$ cat config.mk
export PLATFORM = sky130hd
export DESIGN_NAME = fft_acc_ram_reader
export DESIGN_NICKNAME = d
export VERILOG_FILES = /design/src/rtl/fft_acc_ram_reader.sv
export SDC_FILE = /design/constraint.sdc
export NUM_CORES = 1
export LEC_CHECK = 0
export BUFFER_PORTS_ARGS = -buffer_cell sky130_fd_sc_hd__buf_2
export CAP_MARGIN = 0
export CORE_MARGIN = 10
export CORE_UTILIZATION = 50
export DETAILED_ROUTE_END_ITERATION = 7
export GPL_TIMING_DRIVEN = 0
export PLACE_DENSITY = 0.84
export SLEW_MARGIN = 0
export SYNTH_ARGS = -nofsm -noshare
export SYNTH_HDL_FRONTEND = slang
export SYNTH_SLANG_ARGS = --single-unit
$ cat constraint.sdc
create_clock -name clk -period 6.14 [get_ports clk]
set_clock_uncertainty 0.15 [all_clocks]
set_input_delay 1.535 -clock clk [delete_from_list [all_inputs] [get_ports clk]]
set_output_delay 1.535 -clock clk [all_outputs]
set_load 0.01 [all_outputs]
$ cat src/rtl/fft_acc_ram_reader.sv
// fft_acc_ram_reader: drains a block of on-chip RAM words into an Avalon-ST packet.
// Define FFT_ACC_RAM_READER_BITREV_EN for bit-reversed (natural-order FFT) addressing.
module fft_acc_ram_reader #(
    parameter int ADDR_W     = 10,
    parameter int DATA_W     = 32,
    parameter int FIFO_DEPTH = 4,
    parameter int FFT_LOG2N  = 10
) (
    input  logic              clk,
    input  logic              reset,
    input  logic              start,
    input  logic [ADDR_W-1:0] base_addr,
    input  logic [ADDR_W:0]   length,
    output logic              busy,
    output logic              done,
    output logic [ADDR_W-1:0] m_address,
    output logic              m_chipselect,
    output logic              m_write,
    output logic [3:0]        m_byteenable,
    output logic [DATA_W-1:0] m_writedata,
    output logic              m_clken,
    input  logic [DATA_W-1:0] m_readdata,
    output logic [DATA_W-1:0] src_data,
    output logic              src_valid,
    input  logic              src_ready,
    output logic              src_sop,
    output logic              src_eop
);
    localparam int PTR_W = $clog2(FIFO_DEPTH);
    localparam int CNT_W = PTR_W + 1;

    typedef enum logic [1:0] {S_IDLE, S_READ, S_DRAIN} state_t;

    state_t            state_q, state_d;
    logic [ADDR_W-1:0] base_q, base_d;
    logic [ADDR_W:0]   len_q, len_d;
    logic [ADDR_W:0]   idx_q, idx_d;
    logic [ADDR_W-1:0] addr_q, addr_d;
    logic              cs_q, cs_d;
    logic              cs_sop_q, cs_sop_d;
    logic              cs_eop_q, cs_eop_d;
    logic              rv_q, rv_sop_q, rv_eop_q;
    logic              done_q, done_d;
    logic [PTR_W-1:0]  wr_ptr_q, wr_ptr_d;
    logic [PTR_W-1:0]  rd_ptr_q, rd_ptr_d;
    logic [CNT_W-1:0]  cnt_q, cnt_d;
    logic [DATA_W+1:0] mem_q [FIFO_DEPTH];
    logic [DATA_W+1:0] head;
    logic [ADDR_W-1:0] offset;
    logic              push, pop, credit;

    always_comb begin
        offset = '0;
`ifdef FFT_ACC_RAM_READER_BITREV_EN
        for (int b = 0; b < FFT_LOG2N; b++) offset[FFT_LOG2N-1-b] = idx_q[b];
`else
        offset = idx_q[ADDR_W-1:0];
`endif
    end

    assign head      = mem_q[rd_ptr_q];
    assign src_valid = (cnt_q != '0);
    assign src_data  = src_valid ? head[DATA_W+1:2] : '0;
    assign src_sop   = src_valid & head[1];
    assign src_eop   = src_valid & head[0];
    assign push      = rv_q;
    assign pop       = src_valid & src_ready;

    // Both the strobe on the bus and the word returning this cycle still need a slot.
    assign credit = (int'(cnt_q) + int'(cs_q) + int'(rv_q)) < FIFO_DEPTH;

    always_comb begin
        state_d  = state_q;
        base_d   = base_q;
        len_d    = len_q;
        idx_d    = idx_q;
        addr_d   = addr_q;
        cs_d     = 1'b0;
        cs_sop_d = 1'b0;
        cs_eop_d = 1'b0;
        done_d   = 1'b0;
        unique case (state_q)
            S_IDLE: begin
                if (start && length == '0) begin
                    done_d = 1'b1;
                end else if (start) begin
                    base_d   = base_addr;
                    len_d    = length;
                    cs_d     = 1'b1;
                    addr_d   = base_addr;
                    cs_sop_d = 1'b1;
                    cs_eop_d = (length == (ADDR_W+1)'(1));
                    idx_d    = (ADDR_W+1)'(1);
                    state_d  = cs_eop_d ? S_DRAIN : S_READ;
                end
            end
            S_READ: begin
                if (credit) begin
                    cs_d     = 1'b1;
                    addr_d   = base_q + offset;
                    cs_eop_d = (idx_q == len_q - (ADDR_W+1)'(1));
                    idx_d    = idx_q + (ADDR_W+1)'(1);
                    if (idx_d == len_q) state_d = S_DRAIN;
                end
            end
            S_DRAIN: begin
                if (pop && head[0]) begin
                    done_d  = 1'b1;
                    state_d = S_IDLE;
                end
            end
            default: state_d = S_IDLE;
        endcase
    end

    always_comb begin
        wr_ptr_d = wr_ptr_q;
        rd_ptr_d = rd_ptr_q;
        cnt_d    = cnt_q;
        if (push) wr_ptr_d = wr_ptr_q + PTR_W'(1);
        if (pop) rd_ptr_d = rd_ptr_q + PTR_W'(1);
        if (push && !pop) cnt_d = cnt_q + CNT_W'(1);
        else if (pop && !push) cnt_d = cnt_q - CNT_W'(1);
    end

    always_ff @(posedge clk) begin
        if (reset) begin
            state_q  <= S_IDLE;
            base_q   <= '0;
            len_q    <= '0;
            idx_q    <= '0;
            addr_q   <= '0;
            cs_q     <= 1'b0;
            cs_sop_q <= 1'b0;
            cs_eop_q <= 1'b0;
            rv_q     <= 1'b0;
            rv_sop_q <= 1'b0;
            rv_eop_q <= 1'b0;
            done_q   <= 1'b0;
            wr_ptr_q <= '0;
            rd_ptr_q <= '0;
            cnt_q    <= '0;
        end else begin
            state_q  <= state_d;
            base_q   <= base_d;
            len_q    <= len_d;
            idx_q    <= idx_d;
            addr_q   <= addr_d;
            cs_q     <= cs_d;
            cs_sop_q <= cs_sop_d;
            cs_eop_q <= cs_eop_d;
            rv_q     <= cs_q;
            rv_sop_q <= cs_sop_q;
            rv_eop_q <= cs_eop_q;
            done_q   <= done_d;
            wr_ptr_q <= wr_ptr_d;
            rd_ptr_q <= rd_ptr_d;
            cnt_q    <= cnt_d;
        end
    end

    always_ff @(posedge clk) begin
        if (push) mem_q[wr_ptr_q] <= {m_readdata, rv_sop_q, rv_eop_q};
    end

    assign busy         = (state_q != S_IDLE);
    assign done         = done_q;
    assign m_address    = addr_q;
    assign m_chipselect = cs_q;
    assign m_write      = 1'b0;
    assign m_byteenable = 4'hF;
    assign m_writedata  = '0;
    assign m_clken      = 1'b1;
endmodule

==> results.cfg <==
[logic_synthesis]
synth-edff-count = 136
synthMuxAreaShare_pct = 10.1
synthAdderAreaFrac_pct = 2.80
synth_cell_types = 67
ys_seq_elements = 196
synth-simple-area-share_pct = 12.4
synth_flop_cell = edfxtp_1
ys_seq_area_share_pct = 58.5
synth_top_family_by_area = simple AND/OR/NAND/NOR gates
netlist_instances = 696
synth.avg_cell_area_um2 = 13.0
yosys-top-cells-area = edfxtp_1 (45%), dfxtp_1 (13%), mux4_2 (8.5%), buf_4 (3.2%), and2_1 (2.8%)
ys_async_sr_fraction_pct = 0
synth_most_common_cell = edfxtp_1
netlist_top_cells_count = edfxtp_1 (136), dfxtp_1 (60), nand2_1 (57)
synth_xor_area_share_pct = 3.01
synth_top_area_share_pct = 45.2
ys_warn_count = 0
synth_compound_area_share_pct = 6.93
yosysTopAreaCell = edfxtp_1
syn-cell-area_um2 = 9030

[layout]
nets = 931
fillers = 1421
area_delta_synth_final_pct = 16.7
final_area_um2 = 10500
final_cells = 1098
drive_above_1_share_pct = 27.5
fin_util_pct = 59.1

[timing]
slew_headroom_pct = 38.8
setup_violations = 0
worst_pin_slew_ns = 0.918
maxSlewViolCount = 0
max_freq_mhz = 242
fin_crit_sh_pct = 67.2
grt_setup_unrepaired = false
fin_setup_tns_ns = 0
finalHoldViolations = 0
worst_slack_ns = 2.02
period_minus_slack_ns = 4.12

[flow_run]
cap_violations = 0

[status]
outcome = complete, no violations

[placed_design]
postPlaceCellArea_um2 = 9980
dp_hpwl_um = 13900
placed_cells = 1065
dp_slack_ns = 2.17
place.gp.congestion = 0.874
io_buffers = 104

[global_routing]
grt_pass1_vias = 5917
grt_usage_pct = 16.3
grt_max_degree = 35
antenna_found_initial = 1
grt_pass1_wl_um = 31300
grt-ovfl-total = 0

[power]
ir_drop_uv = 235
p_leak_nw = 4.03
p_per_area_nw_per_um2 = 326

[cts]
cts_made_buffers = 17
holdBufCountCts = 0
cts_root_buffer = clkbuf_16
htreeDepth = 4
clock_sinks = 196
cts_tree = yes
cts_setup_buffers = 0
worstSkewPairLatency_ns = 0.43
clkTransAtPathRegs_ns = 0.07
cts_resized = 0
cts_buffer_depth = 2

[detailed_routing]
ant_nets = 0
detail_route.first_pass.iterations = 5
top_layer = met4
drt_iter0_drc = 509
vias = 5864
wl_um = 19600
drcViolationCount = 0
wl_per_cell_um = 17.9
via_per_inst = 5.34
wl_met2_um = 9960
wl_met1_um = 8180
dr_wl_met3_um = 1310

[die]
row_count = 49
coreArea_um2 = 17800
ioPinCount = 143
start_util_pct = 50.6
die_area_um2 = 23800
die-width_um = 154
die_h_um = 154

[critical_path]
worstPathMaxFanout = 10
cp.required_ns = 4.45
critPathKind = reg2out
end_kind = output pin
crit_arrival_ns = 2.44
cp-start-kind = flop

[hold_path]
worst_hold_path_type = reg2reg
[flip-flops by register name, summed over array words and instances (netlist names), 2 cells and up, named ones only]
| register | count |
|---|---|
| state_q | 2 |
| rd_ptr_q | 2 |
| len_q | 11 |
| wr_ptr_q | 2 |
| mem_q | 136 |
| cnt_q | 3 |
| idx_q | 11 |
| base_q | 10 |
| m_address | 10 |
[through the flow]
step	power (W)	hold slack, ns
after floorplan	0.00210	0.264
after global placement	0.00239	0.272
after detailed placement	0.00241	0.282
after CTS	0.00346	0.302
after global routing	0.00360	0.313
final	0.00343	0.298
[final cells by class]
class / instances / area [µm²] / share of cell area [%]
buffer: 75 / 507 / 4.81
multi-input combinational: 449 / 3330 / 31.6
timing repair buffer: 104 / 520 / 4.94
antenna: 1 / 2.50 / 0.0237
sequential: 196 / 5290 / 50.1
inverter: 12 / 45.0 / 0.427
tap: 229 / 287 / 2.72
clock inverter: 13 / 128 / 1.21
clock buffer: 19 / 433 / 4.11
[worst max-delay path: stages, from the launching register on]
cell and delay [ns]:
dfxtp_1 0.31, clkbuf_1 0.37, buf_2 0.42, mux4_2 0.55, and2_1 0.21, buf_2 0.15
[final timing paths]
check / slack [ns] / cells past startpoint / startpoint / end
min: 0.30 / 2 / m_address[5] / m_address[5]
max: 2.02 / 5 / flop / src_data[26]
min reg2reg: 0.30 / 2 / m_address[5] / m_address[5]
max reg2reg: 3.41 / 9 / cnt_q[0] / cnt_q[2]
[logic make-up after synthesis]
group / count (synthesis)
buffers and inverters: 87
other: 2
xor gates and xnor gates: 31
DFF: 196
AOI/OAI and AO/OA: 91
muxes: 49
and+or+nand+nor: 221
adders and majority gates: 19
[layout by cell type (no fill, tap or decap), types with 6 or more instances in the layout]
| cell | instances |
|---|---|
| nor2b_1 | 6 |
| ha_1 | 17 |
| inv_8 | 6 |
| mux2i_1 | 15 |
| a211oi_1 | 7 |
| and2_1 | 36 |
| nand2_1 | 57 |
| or3_1 | 11 |
| clkbuf_16 | 17 |
| buf_2 | 110 |
| xnor2_1 | 17 |
| dfxtp_1 | 60 |
| inv_1 | 12 |
| nand3_1 | 14 |
| xor2_1 | 14 |
| a311oi_1 | 6 |
| edfxtp_1 | 136 |
| a21oi_1 | 30 |
| nor4_1 | 6 |
| clkbuf_1 | 22 |
| buf_4 | 39 |
| nor2_1 | 54 |
| mux4_2 | 34 |
| o21ai_0 | 15 |
| conb_1 | 38 |
[per-layer routing]
layer  vias to the layer above  global-route usage [%]
met5                         -                       0
met4                         0                    4.14
met3                        21                    4.44
met2                       208                    28.1
met1                      2834                    19.8
li1                       2801                       -
[report_power, final]
group | switching [W] | leakage (nW) | internal, W
registers | 0.0000393 | 1.72 | 0.00147
logic | 0.000487 | 2.04 | 0.000378
clock network | 0.000516 | 0.274 | 0.000540
total | 0.00104 | 4.03 | 0.00239
(Power assumes the default switching activity.)
